File: src/rtl/cpu65xx_microsequencer.sv
// Microprogram sequencer for the 65xx cores: computes the next microcode ROM address from
// sequencer fields, condition flags, opcode dispatch, interrupt status and a return stack.
module cpu65xx_microsequencer #(
    parameter int unsigned UADDR_WIDTH  = 10,
    parameter int unsigned OPCODE_WIDTH = 8,
    parameter int unsigned NUM_CONDS    = 8,
    parameter int unsigned STACK_DEPTH  = 4,
    parameter int unsigned RESET_ADDR   = 0,
    parameter int unsigned IRQ_ADDR     = 1
) (
    input  logic                               clock,
    input  logic                               reset,
    input  logic                               enable,
    input  logic [2:0]                         seqOp,
    input  logic [UADDR_WIDTH-1:0]             seqBranchAddr,
    input  logic [$clog2(NUM_CONDS)-1:0]       seqCondSel,
    input  logic                               seqCondInvert,
    input  logic [NUM_CONDS-1:0]               conditions,
    input  logic [OPCODE_WIDTH-1:0]            opcode,
    input  logic                               interruptPending,
    output logic [UADDR_WIDTH-1:0]             uCodeAddress,
    output logic [$clog2(STACK_DEPTH+1)-1:0]   stackDepth,
    output logic                               stackOverflow,
    output logic                               stackUnderflow,
    output logic                               illegalOp
);

    localparam int unsigned SEL_W   = $clog2(NUM_CONDS);
    localparam int unsigned DEPTH_W = $clog2(STACK_DEPTH + 1);
    localparam int unsigned PTR_W   = (STACK_DEPTH > 1) ? $clog2(STACK_DEPTH) : 1;
    localparam int unsigned SHIFT   = UADDR_WIDTH - OPCODE_WIDTH;

    localparam logic [2:0] OP_NEXT     = 3'd0;
    localparam logic [2:0] OP_JUMP     = 3'd1;
    localparam logic [2:0] OP_BRANCH   = 3'd2;
    localparam logic [2:0] OP_CALL     = 3'd3;
    localparam logic [2:0] OP_RETURN   = 3'd4;
    localparam logic [2:0] OP_DISPATCH = 3'd5;
    localparam logic [2:0] OP_DISPIRQ  = 3'd6;

    logic [UADDR_WIDTH-1:0] r_addr;
    logic [DEPTH_W-1:0]     r_depth;
    logic [PTR_W-1:0]       r_ptr;
    logic                   r_overflow;
    logic                   r_underflow;
    logic                   r_illegal;
    logic [UADDR_WIDTH-1:0] r_stack [STACK_DEPTH];

    logic [UADDR_WIDTH-1:0] w_inc;
    logic [UADDR_WIDTH-1:0] w_dispatch;
    logic [UADDR_WIDTH-1:0] w_next;
    logic [PTR_W-1:0]       w_ptr_inc;
    logic [PTR_W-1:0]       w_ptr_dec;
    logic                   w_cond;
    logic                   w_push;
    logic                   w_pop;
    logic                   w_illegal;
    logic                   w_full;
    logic                   w_empty;

    // r_ptr names the next free slot; when full it also names the oldest entry
    assign w_ptr_inc  = (r_ptr == PTR_W'(STACK_DEPTH - 1)) ? '0 : r_ptr + PTR_W'(1);
    assign w_ptr_dec  = (r_ptr == '0) ? PTR_W'(STACK_DEPTH - 1) : r_ptr - PTR_W'(1);
    assign w_full     = (r_depth == DEPTH_W'(STACK_DEPTH));
    assign w_empty    = (r_depth == '0);
    assign w_inc      = r_addr + UADDR_WIDTH'(1);
    assign w_dispatch = UADDR_WIDTH'(opcode) << SHIFT;
    assign w_cond     = ((32'(seqCondSel) < NUM_CONDS) ? conditions[seqCondSel] : 1'b0)
                        ^ seqCondInvert;

    // Next-address selection and stack/flag requests
    always_comb begin
        w_next    = w_inc;
        w_push    = 1'b0;
        w_pop     = 1'b0;
        w_illegal = 1'b0;
        case (seqOp)
            OP_NEXT:     w_next = w_inc;
            OP_JUMP:     w_next = seqBranchAddr;
            OP_BRANCH:   w_next = w_cond ? seqBranchAddr : w_inc;
            OP_CALL: begin
                w_next = seqBranchAddr;
                w_push = 1'b1;
            end
            OP_RETURN: begin
                w_next = w_empty ? UADDR_WIDTH'(RESET_ADDR) : r_stack[w_ptr_dec];
                w_pop  = 1'b1;
            end
            OP_DISPATCH: w_next = w_dispatch;
            OP_DISPIRQ:  w_next = interruptPending ? UADDR_WIDTH'(IRQ_ADDR) : w_dispatch;
            default: begin
                w_next    = w_inc;
                w_illegal = 1'b1;
            end
        endcase
    end

    always_ff @(posedge clock) begin
        if (reset) begin
            r_addr      <= UADDR_WIDTH'(RESET_ADDR);
            r_depth     <= '0;
            r_ptr       <= '0;
            r_overflow  <= 1'b0;
            r_underflow <= 1'b0;
            r_illegal   <= 1'b0;
        end else if (enable) begin
            r_addr <= w_next;
            if (w_push) begin
                r_stack[r_ptr] <= w_inc;
                r_ptr          <= w_ptr_inc;
                if (w_full) r_overflow <= 1'b1;
                else        r_depth    <= r_depth + DEPTH_W'(1);
            end
            if (w_pop) begin
                if (w_empty) begin
                    r_underflow <= 1'b1;
                end else begin
                    r_depth <= r_depth - DEPTH_W'(1);
                    r_ptr   <= w_ptr_dec;
                end
            end
            if (w_illegal) r_illegal <= 1'b1;
        end
    end

    assign uCodeAddress   = r_addr;
    assign stackDepth     = r_depth;
    assign stackOverflow  = r_overflow;
    assign stackUnderflow = r_underflow;
    assign illegalOp      = r_illegal;

endmodule

File: config.mk
export PLATFORM = sky130hd
export DESIGN_NAME = cpu65xx_microsequencer
export DESIGN_NICKNAME = d
export VERILOG_FILES = /design/src/rtl/cpu65xx_microsequencer.sv
export SDC_FILE = /design/constraint.sdc
export NUM_CORES = 1
export LEC_CHECK = 0
export ABC_AREA = 1
export BUFFER_PORTS_ARGS = -buffer_cell sky130_fd_sc_hd__buf_2
export CORE_MARGIN = 4
export CORE_UTILIZATION = 40
export CTS_BUF_LIST = sky130_fd_sc_hd__clkbuf_8
export DETAILED_ROUTE_END_ITERATION = 12
export PLACE_DENSITY_LB_ADDON = 0.12
export SLEW_MARGIN = 5
export SYNTH_ARGS = -nofsm -noshare
export SYNTH_HDL_FRONTEND = slang
export SYNTH_SLANG_ARGS = --single-unit
File: constraint.sdc
create_clock -name clock -period 5.2 [get_ports clock]
set_input_delay 1.04 -clock clock [delete_from_list [all_inputs] [get_ports clock]]
set_output_delay 1.04 -clock clock [all_outputs]
set_load 0.005 [all_outputs]
==> results of run 1 <==
-- layout make-up --
class,count,area [µm²]
clock inverters,7,102.6
well taps,102,127.6
fillers,818,4028
flip-flops and latches,58,1562
multi-input cells,275,1378
inverters,71,266.5
repair buffers,52,260.3
clock buffers,9,123.9
-- registers in the layout (all words and copies together), names as in the netlist --
name / cells
illegalOp: 1
r_ptr: 2
r_stack: 40
stackDepth: 3
stackOverflow: 1
stackUnderflow: 1
uCodeAddress: 10
-- kinds of logic after synthesis --
| group | after synthesis | synth area share (%) |
|---|---|---|
| AND/OR/NAND/NOR | 189 | 25.15 |
| buffers and inverters | 84 | 10.48 |
| AO/OA/AOI/OAI | 72 | 12.16 |
| flip-flops | 58 | 47.56 |
| adder cells (fa/ha/maj) | 8 | 3.049 |
| XOR/XNOR | 6 | 1.601 |
-- power by group through the flow --
| stage | clock network (µW) | registers (µW) | logic, µW |
|---|---|---|---|
| CTS | 473 | 513 | 145 |
| finish | 462 | 513 | 145 |
| detailed placement | 0 | 523 | 144 |
| global route | 496 | 514 | 167 |
| global placement | 0 | 523 | 143 |
| floorplan | 0 | 522 | 96.5 |
-- per-layer routing --
metal	up-vias	global-route usage, %	part of all wire, %	routed length (µm)
li1	1457	-	-	-
met1	1278	24.93	51	4083
met2	60	26.73	44	3576
met3	7	3.963	4.0	323
met4	0	4.832	0.77	62
met5	-	0	0	0
-- path summary, 6_finish.rpt --
kind | to | slack [ps] | cells past startpoint
setup / recovery | r_stack[0][3]$_DFFE_PP_ | 2570 | 5
hold / removal | stackOverflow$_SDFFE_PP0P_ | 480 | 2
setup reg to reg | uCodeAddress[7]$_SDFFE_PP0P_ | 2720 | 12
hold reg to reg | stackOverflow$_SDFFE_PP0P_ | 480 | 2
-- cells in the mapped netlist --
cell type / n / area [µm²]
sky130_fd_sc_hd__ha_1: 8 / 100.1
sky130_fd_sc_hd__clkbuf_2: 1 / 5.000
sky130_fd_sc_hd__o21ai_0: 22 / 110.1
sky130_fd_sc_hd__buf_2: 4 / 20.02
sky130_fd_sc_hd__buf_6: 2 / 22.52
sky130_fd_sc_hd__edfxtp_1: 40 / 1201
sky130_fd_sc_hd__nor2_1: 32 / 120.1
sky130_fd_sc_hd__o221ai_1: 1 / 8.760
sky130_fd_sc_hd__nor3_1: 1 / 5.000
sky130_fd_sc_hd__o21ai_2: 1 / 8.760
sky130_fd_sc_hd__nand2_1: 101 / 379.1
sky130_fd_sc_hd__nand2_2: 2 / 12.51
sky130_fd_sc_hd__a21oi_2: 1 / 8.760
sky130_fd_sc_hd__nand2_4: 1 / 11.26
sky130_fd_sc_hd__nor2_4: 3 / 33.78
sky130_fd_sc_hd__nand3_1: 43 / 215.2
sky130_fd_sc_hd__dfxtp_1: 18 / 360.4
sky130_fd_sc_hd__inv_1: 66 / 247.7
sky130_fd_sc_hd__inv_2: 4 / 15.01
sky130_fd_sc_hd__nand4_1: 2 / 12.51
sky130_fd_sc_hd__a21oi_1: 28 / 140.1
sky130_fd_sc_hd__o21ai_1: 6 / 30.03
sky130_fd_sc_hd__nand3_2: 3 / 30.03
sky130_fd_sc_hd__clkbuf_1: 4 / 15.01
sky130_fd_sc_hd__clkinv_1: 1 / 3.750
sky130_fd_sc_hd__o211ai_1: 3 / 22.52
sky130_fd_sc_hd__buf_4: 2 / 15.01
sky130_fd_sc_hd__o211a_1: 1 / 10.01
sky130_fd_sc_hd__xor2_1: 6 / 52.55
sky130_fd_sc_hd__a211oi_1: 3 / 22.52
sky130_fd_sc_hd__nor2_2: 1 / 6.260
sky130_fd_sc_hd__o22ai_1: 6 / 37.54
-- metrics by stage --
| stage | util [%] | hold WS, ps | total power [µW] | cells |
|---|---|---|---|---|
| after floorplan | - | 451.7 | 618.7 | 417 |
| after global placement | 45.79 | 453.6 | 665.8 | 558 |
| after detailed placement | 45.79 | 462.8 | 667.7 | 558 |
| after CTS | 48.68 | 479.3 | 1131 | 574 |
| after global routing | 48.68 | 511.1 | 1177 | 574 |
| final | 48.68 | 476.8 | 1120 | 574 |
-- critical path, cell delays in order --
cell                      delay (ps)
sky130_fd_sc_hd__buf_2           150
sky130_fd_sc_hd__inv_1           290
sky130_fd_sc_hd__nor2_1          270
sky130_fd_sc_hd__nand2_1         160
sky130_fd_sc_hd__nor2_1          680
==> results.yml, run 1 <==
job:
  maxCapViolCount: 0
global_route:
  grt_overflow: 0
  grt_usage_pct: 17.47
  maximum_number_of_pins_on_one_net_before_global_route_repair: 23
  grt_antenna_before_repair: 0
  grt_pass1_vias: 2782
  grt_pass1_wl_mm: 13.56
synthesis:
  average_footprint_of_a_synthesized_cell_um2: 7.873
  synthCells: 417
  synthesis_warning_total: 0
  synth-seq-area-share_pct: 47.56
  synth.distinct_cells: 32
  synthesis.nets: 462
  mappedNetlistArea_um2: 3283
  synth_seq_cells: 58
floorplanning:
  die_y_um: 98.60
  top_level_ports: 53
  die_width_um: 98.60
  die-area_um2: 9721
  floorplan.initialDensity_pct: 41.84
  core_region_area_um2: 7848
  placement_rows: 32
power:
  power.share.clock_pct: 41.3
  max-vdd-ir-drop_mv: 0.1743
  switchingPower_uw: 291.6
  switching_share_pct: 26.03
  seq_power_share_pct: 45.8
  p_comb_share_pct: 12.9
  leakage_power_uw: 0.001733
  powerDensity_nw_per_um2: 293.3
  power_report.internal_total_uw: 828.6
setup_path:
  setup.worst_path.class: "input port to register"
  timing.rr.start: "r_ptr[0]$_SDFFE_PP0P_"
  critical_path.endpoint_type: "register"
  timing.critical_path.required_ps: 5160
  setup.worst_path.start: "enable"
  cp_data_arrival_time_ps: 2590
  critPathLaunchType: "input port"
  critical_path.max_fanout: 21
timing:
  number_of_setup_violations_in_the_final_report: 0
  final.period_utilization_pct: 50.54
  min_period_ps: 2628
  grt_setup_unrepaired: "no"
  clock-skew-final_ps: 7.598
  max_freq_mhz: 380.5
  final_max_slew_viol_count: 0
  finalWorstSetupSlack_ps: 2572
  worst_slew_margin_rel_pct: 42.68
  worst_pin_slew_ps: 856.7
  hold_viol: 0
  fin_setup_tns_ps: 0
cts:
  tritoncts_clock_tree: "done"
  cts_inserted_buffers: 9
  post_cts_hold_buffer_count: 0
  postCtsSetupBuffers: 0
  cts.reportedPaths.clkPinSlew_ps: 70
  cts_max_level: 3
  tritoncts_num_sinks: 58
  root_buffer: "sky130_fd_sc_hd__clkbuf_8"
  insertion_delay_ps: 330
  clock_tree.buffer_depth: 2
  post_cts.resized_instances: 0
placement:
  finalWeightedCongestion: 0.8292
  detailed_place_hpwl_mm: 6.092
  placement.io_buffers: 52
  post-place-ws_ps: 2204
  dpl_cell_area_um2: 3593
final_layout:
  mostFrequentLayoutCell: "sky130_fd_sc_hd__nand2_1"
  syn_to_final_growth_pct: 16.35
  final_net_count: 512
  layout_common_cells: "sky130_fd_sc_hd__nand2_1, sky130_fd_sc_hd__inv_1, sky130_fd_sc_hd__buf_2"
  layout-drive-gt1-share_pct: 17.80
  design_area_um2: 3820
  antenna_cells: 0
routing:
  drt-initial-drc-count: 131
  routed-via-count: 2802
  detail_route.vias_per_cell: 4.882
  detail_route.first_pass.iterations: 4
  route.detailed.drc: 0
  wl_per_cell_um: 14.02
  final_ant_viol_nets: 0
  drt_wl_total_mm: 8.046
hold_path:
  worst_hold_path_type: "register to register"
  worst_hold_startpoint: "stackOverflow$_SDFFE_PP0P_"
status:
  run_status: "finished clean"
Power figures use the tool's default switching activity.
==> inputs of run 2 (changes only) <==
--- a/config.mk
+++ b/config.mk
@@ -5,7 +5,7 @@
 export SDC_FILE = /design/constraint.sdc
 export NUM_CORES = 1
 export LEC_CHECK = 0
-export ABC_AREA = 1
+export ABC_AREA = 0
 export BUFFER_PORTS_ARGS = -buffer_cell sky130_fd_sc_hd__buf_2
 export CORE_MARGIN = 4
 export CORE_UTILIZATION = 40
==> constraint.sdc (replaced) <==
create_clock -name clock -period 2.7 [get_ports clock]
set_input_delay 0.54 -clock clock [delete_from_list [all_inputs] [get_ports clock]]
set_output_delay 0.54 -clock clock [all_outputs]
set_load 0.005 [all_outputs]
==> results.yml, run 2 <==
setup_path:
  crit_path_cell_trace: "inv_1 -> ha_1 -> nor2b_1 -> buf_4 -> mux4_2 -> a21o_1 -> a31oi_1 -> o32ai_1"
  timing.critical_path.required_ps: 2920
  critical_path.max_fanout: 10
  crit_path_top_delay_cell: "sky130_fd_sc_hd__mux4_2"
  critPathLaunchType: "register"
  setup.worst_path.class: "register to register"
  critical_path.endpoint_type: "register"
  crit_path_max_incr_delay_ps: 530
  cp_data_arrival_time_ps: 2390
floorplanning:
  die-area_um2: 9568
  placement_rows: 32
  die_width_um: 97.82
  floorplan.initialDensity_pct: 41.54
  core_region_area_um2: 7767
  top_level_ports: 53
  die_y_um: 97.82
synthesis:
  synth-seq-area-share_pct: 48.39
  synth_flop_cell: "sky130_fd_sc_hd__edfxtp_1"
  synth.top_cell.area_share_pct: 37.22
  yosys-top-cells-count: "sky130_fd_sc_hd__edfxtp_1, sky130_fd_sc_hd__o21ai_0, sky130_fd_sc_hd__nand2_1, sky130_fd_sc_hd__a21oi_1, sky130_fd_sc_hd__dfxtp_1"
  yosysMostFrequentCell: "sky130_fd_sc_hd__edfxtp_1"
  synth.distinct_cells: 51
  edff_count_synth: 40
  synth.top_cells.by_area: "sky130_fd_sc_hd__edfxtp_1, sky130_fd_sc_hd__dfxtp_1, sky130_fd_sc_hd__mux4_2"
  post-synth-top-area-cell: "sky130_fd_sc_hd__edfxtp_1"
  mappedNetlistArea_um2: 3227
  average_footprint_of_a_synthesized_cell_um2: 10.72
  synthesis_warning_total: 0
  synthesis.nets: 346
  async_reset_ff_share_pct: 0
  synthCells: 301
  synth_seq_cells: 58
routing:
  route.detailed.drc: 0
  final_ant_viol_nets: 0
  detail_route.first_pass.iterations: 4
  drt-initial-drc-count: 127
  routed-via-count: 2663
  detail_route.vias_per_cell: 5.752
  wl_per_cell_um: 19.92
  drt_wl_total_mm: 9.225
timing:
  clock-skew-final_ps: 19.90
  holdWs_ps: 481.8
  number_of_setup_violations_in_the_final_report: 0
  worst_slew_margin_rel_pct: 51.70
  grt_setup_unrepaired: "no"
  final_max_slew_viol_count: 0
  min_period_ps: 2167
  hold_viol: 0
  final.period_utilization_pct: 80.26
  max_freq_mhz: 461.5
  fin_setup_tns_ps: 0
  worst_pin_slew_ps: 721.9
cts:
  post_cts_hold_buffer_count: 0
  root_buffer: "sky130_fd_sc_hd__clkbuf_8"
  tritoncts_clock_tree: "done"
  clock_tree.buffer_depth: 2
  cts_inserted_buffers: 9
  cts_max_level: 3
  cts.reportedPaths.clkPinSlew_ps: 80
  post_cts.resized_instances: 0
  insertion_delay_ps: 350
  tritoncts_num_sinks: 58
  postCtsSetupBuffers: 0
placement:
  detailed_place_hpwl_mm: 6.746
  finalWeightedCongestion: 0.8609
  placement.io_buffers: 52
final_layout:
  layout-drive-gt1-share_pct: 27.70
  largest_register: "r_stack"
  layout_common_cells: "sky130_fd_sc_hd__buf_2, sky130_fd_sc_hd__edfxtp_1, sky130_fd_sc_hd__o21ai_0"
  number_of_filler_cells_placed_in_the_layout: 749
  regArea_um2: 1562
  mostFrequentLayoutCell: "sky130_fd_sc_hd__buf_2"
  largest_register_ffs: 40
  syn_to_final_growth_pct: 19.97
  multi_input_area_um2: 1549
  antenna_cells: 0
  final_net_count: 401
global_route:
  grt_pass1_vias: 2607
  maximum_number_of_pins_on_one_net_before_global_route_repair: 29
  grt_pass1_wl_mm: 14.56
  grt_usage_pct: 19.69
  grt_antenna_before_repair: 0
  grt_overflow: 0
power:
  powerDensity_nw_per_um2: 603.1
  leakage_power_uw: 0.001482
  design_power_total_uw: 2335
  max-vdd-ir-drop_mv: 0.3838
job:
  maxCapViolCount: 0
status:
  run_status: "finished clean"
hold_path:
  worst_hold_path_type: "register to register"
run 2: cell types whose count changed after synthesis, moves of 12 or more:
cell	previous run	this run
sky130_fd_sc_hd__clkbuf_1	4	16
sky130_fd_sc_hd__nor2_1	32	14
sky130_fd_sc_hd__inv_1	66	11
sky130_fd_sc_hd__nand2_1	101	22
sky130_fd_sc_hd__nand3_1	43	6
run 2: power by group:
group          switching, µW  leakage [µW]  internal, µW
clock                    400      0.000124           623
sequential              24.7      0.000512           978
combinational            182      0.000846           127
run 2: cells by family (layout without fill, tap and decap cells):
| kind of cell | after synthesis | count (layout) | share of synthesized area [%] |
|---|---|---|---|
| compound gates | 97 | 97 | 19.23 |
| mux | 19 | 19 | 9.926 |
| fa+ha+maj | 8 | 8 | 3.102 |
| xor+xnor | 9 | 9 | 2.676 |
| flops | 58 | 58 | 48.39 |
| buf+inv | 30 | 90 | 3.606 |
| simple gates | 80 | 80 | 13.07 |
run 2: through the flow:
stage	utilization (%)	cell area [µm²]	std cells	setup slack [ps]
after global placement	46.63	3622	447	359.2
after detailed placement	46.63	3622	447	372.8
after CTS	49.84	3871	463	519.7
after global routing	49.84	3871	463	340.5
after floorplan	-	3227	301	622.9
final	49.84	3871	463	533.0
run 2: area by class of cell:
| class | instances | share of cell area (%) |
|---|---|---|
| inverters | 11 | 1.067 |
| clock buffers | 9 | 3.200 |
| clock inverters | 7 | 3.232 |
| flip-flops and latches | 58 | 40.34 |
| repair buffers | 63 | 8.856 |
| multi-input cells | 213 | 40.01 |
| well taps | 102 | 3.297 |
run 2: path summary, 6_finish.rpt:
kind,start,to,slack (ps),depth (start not counted)
max,r_ptr[0]$_SDFFE_PP0P_,uCodeAddress[9]$_SDFFE_PP0P_,530,8
min,stackUnderflow$_SDFFE_PP0P_,stackUnderflow$_SDFFE_PP0P_,480,2
max reg2reg,r_ptr[0]$_SDFFE_PP0P_,uCodeAddress[9]$_SDFFE_PP0P_,530,8
min reg2reg,stackUnderflow$_SDFFE_PP0P_,stackUnderflow$_SDFFE_PP0P_,480,2
run 2: worst max-delay path, delay by kind of cell (launching register included):
| family | cells | cell delay (ps) |
|---|---|---|
| buffers and inverters | 2 | 320 |
| adder cells (fa/ha/maj) | 1 | 230 |
| flip-flops | 1 | 410 |
| AND/OR/NAND/NOR | 1 | 130 |
| multiplexers | 1 | 530 |
| AO/OA/AOI/OAI | 3 | 420 |
run 2: layer usage:
metal | share of wire [%] | up-vias | track usage [%]
li1 | - | 1257 | -
met1 | 48 | 1281 | 29.00
met2 | 44 | 109 | 29.05
met3 | 7.2 | 16 | 4.214
met4 | 1.6 | 0 | 6.283
met5 | 0 | - | 0
==> inputs of run 3 (changes only) <==
==> constraint.sdc (replaced) <==
create_clock -name clock -period 2.08 [get_ports clock]
set_input_delay 0.416 -clock clock [delete_from_list [all_inputs] [get_ports clock]]
set_output_delay 0.416 -clock clock [all_outputs]
set_load 0.005 [all_outputs]
==> results.yml, run 3 (synthesis gave the netlist of run 2 again) <==
status:
  run_status: "finished clean"
timing:
  hold_viol: 0
  finalWorstSetupSlack_ps: 130.9
  final_max_slew_viol_count: 0
  worst_pin_slew_ps: 489.9
  final.period_utilization_pct: 93.71
  clock-skew-final_ps: 8.422
  min_period_ps: 1949
  number_of_setup_violations_in_the_final_report: 0
  max_freq_mhz: 513.0
  worst_slew_margin_rel_pct: 67.09
  holdWs_ps: 373.9
setup_path:
  cp_data_arrival_time_ps: 2180
  setup.worst_path.class: "register to register"
  crit_path_cell_trace: "inv_1 -> ha_2 -> nor2b_2 -> buf_6 -> mux4_2 -> a21o_1 -> a32oi_1 -> o21ai_1"
  timing.rr.start: "r_ptr[1]$_SDFFE_PP0P_"
  timing.critical_path.required_ps: 2310
  critical_path.endpoint_type: "register"
  crit_path_max_incr_delay_ps: 510
  critical_path.top_delay_family: "multiplexers"
  setup.reg_to_reg.worst_slack_ps: 130
  critical_path.max_fanout: 8
  worst-path-buf-inv: 2
  crit_path_top_delay_cell: "sky130_fd_sc_hd__mux4_2"
  critPathLaunchType: "register"
  rr_worst_depth: 8
  reg2reg_to: "uCodeAddress[2]$_SDFFE_PP0P_"
final_layout:
  layout-drive-gt1-share_pct: 33.68
  regArea_um2: 1564
  antenna_cells: 0
  layout_common_cells: "sky130_fd_sc_hd__buf_2, sky130_fd_sc_hd__edfxtp_1, sky130_fd_sc_hd__buf_4"
  multi_input_area_um2: 1568
  largest_register: "r_stack"
  number_of_filler_cells_placed_in_the_layout: 746
  largest_register_ffs: 40
  final_net_count: 426
  finalCoreUtilization_pct: 52.80
  design_area_um2: 4101
  mostFrequentLayoutCell: "sky130_fd_sc_hd__buf_2"
  syn_to_final_growth_pct: 27.10
cts:
  insertion_delay_ps: 350
  clock_tree.buffer_depth: 2
  cts_inserted_buffers: 9
  post_cts_hold_buffer_count: 0
  tritoncts_clock_tree: "done"
  cts_max_level: 3
  tritoncts_num_sinks: 58
  cts.reportedPaths.clkPinSlew_ps: 70
  root_buffer: "sky130_fd_sc_hd__clkbuf_8"
global_route:
  grt.busiest_layer: "met2"
  grt_antenna_before_repair: 0
  grt_pass1_vias: 2659
  grt_pass1_wl_mm: 14.59
  use_met3_pct: 4.286
  maximum_number_of_pins_on_one_net_before_global_route_repair: 25
  grtUsageMet2_pct: 31.79
  grt_overflow: 0
  grt_usage_pct: 19.95
  global_route.usage.met1_pct: 27.35
power:
  power.share.clock_pct: 40.4
  switchingPower_uw: 767.0
  leakage_power_uw: 0.001603
  seq_power_share_pct: 44.6
  max-vdd-ir-drop_mv: 0.4787
  switching_share_pct: 26.40
  power_report.internal_total_uw: 2138
  powerDensity_nw_per_um2: 708.2
  p_comb_share_pct: 15.1
routing:
  drt-initial-drc-count: 164
  routed-via-count: 2761
  route.detailed.drc: 0
  detail_route.first_pass.iterations: 7
  final_ant_viol_nets: 0
  detail_route.vias_per_cell: 5.658
  wl_per_cell_um: 19.25
  drt_wl_total_mm: 9.394
hold_path:
  worst_hold_path.num_cells: 2
  worst_min_delay_path_endpoint: "r_ptr[0]$_SDFFE_PP0P_"
  worst_hold_startpoint: "enable"
  worst_hold_path_type: "input port to register"
placement:
  finalWeightedCongestion: 0.8860
  post-place-ws_ps: 85.09
  placement.io_buffers: 52
  dpl_cell_area_um2: 3852
  detailed_place_hpwl_mm: 7.019
floorplanning:
  die_y_um: 97.82
  core_region_area_um2: 7767
  placement_rows: 32
  die-area_um2: 9568
  die_width_um: 97.82
  floorplan.initialDensity_pct: 41.54
  top_level_ports: 53
job:
  maxCapViolCount: 0
## run 3: cell count changes in the layout (fill, tap and decap cells not counted), moves of 2 or more
cell	before	now
sky130_fd_sc_hd__clkinv_4	2	0
sky130_fd_sc_hd__buf_12	0	4
sky130_fd_sc_hd__dfxtp_1	18	16
sky130_fd_sc_hd__buf_4	11	31
sky130_fd_sc_hd__clkinvlp_4	0	2
sky130_fd_sc_hd__dfxtp_2	0	2
## run 3: metal layers
| metal | routed length, µm | part of all wire, % |
|---|---|---|
| met5 | 0 | 0 |
| met4 | 127 | 1.4 |
| met3 | 469 | 5.0 |
| met2 | 4469 | 48 |
| met1 | 4327 | 46 |
## run 3: worst max path at each step
stage	start	end	cells after the start
floorplan	r_ptr[0]$_SDFFE_PP0P_	uCodeAddress[9]$_SDFFE_PP0P_	8
global placement	seqCondSel[0]	uCodeAddress[6]$_SDFFE_PP0P_	7
detailed placement	r_ptr[1]$_SDFFE_PP0P_	uCodeAddress[5]$_SDFFE_PP0P_	8
CTS	r_ptr[1]$_SDFFE_PP0P_	uCodeAddress[2]$_SDFFE_PP0P_	8
global route	r_ptr[1]$_SDFFE_PP0P_	uCodeAddress[9]$_SDFFE_PP0P_	8
finish	r_ptr[1]$_SDFFE_PP0P_	uCodeAddress[2]$_SDFFE_PP0P_	8
## run 3: layout make-up
type,count,share of cell area [%]
Multi-Input combinational cell,213,38.22
Inverter,11,1.007
Timing Repair Buffer,88,14.25
Tap cell,102,3.112
Clock inverter,7,2.257
Sequential cell,58,38.13
Clock buffer,9,3.020
## run 3: stage by stage
stage	total power, µW	TNS [ps]	std cells
after detailed placement	1750	0	471
final	2905	0	488
after floorplan	1560	0	301
after global placement	1745	0	471
after CTS	2917	0	487
after global routing	3024	-3.773	488
## run 3: timing repair
| action | 4_1_cts | 5_1_grt |
|---|---|---|
| gates resized for setup | 0 | 7 |
| buffers inserted | 0 | 1 |
| setup endpoints to repair | 0 | 9 |
## run 3: power by group through the flow
stage / clock (µW) / combinational, µW / sequential [µW]
2_1_floorplan: 0 / 240 / 1320
3_3_place_gp: 0 / 426 / 1320
5_1_grt: 1250 / 480 / 1300
6_report: 1170 / 437 / 1290
4_1_cts: 1190 / 433 / 1290
3_5_place_dp: 0 / 432 / 1320
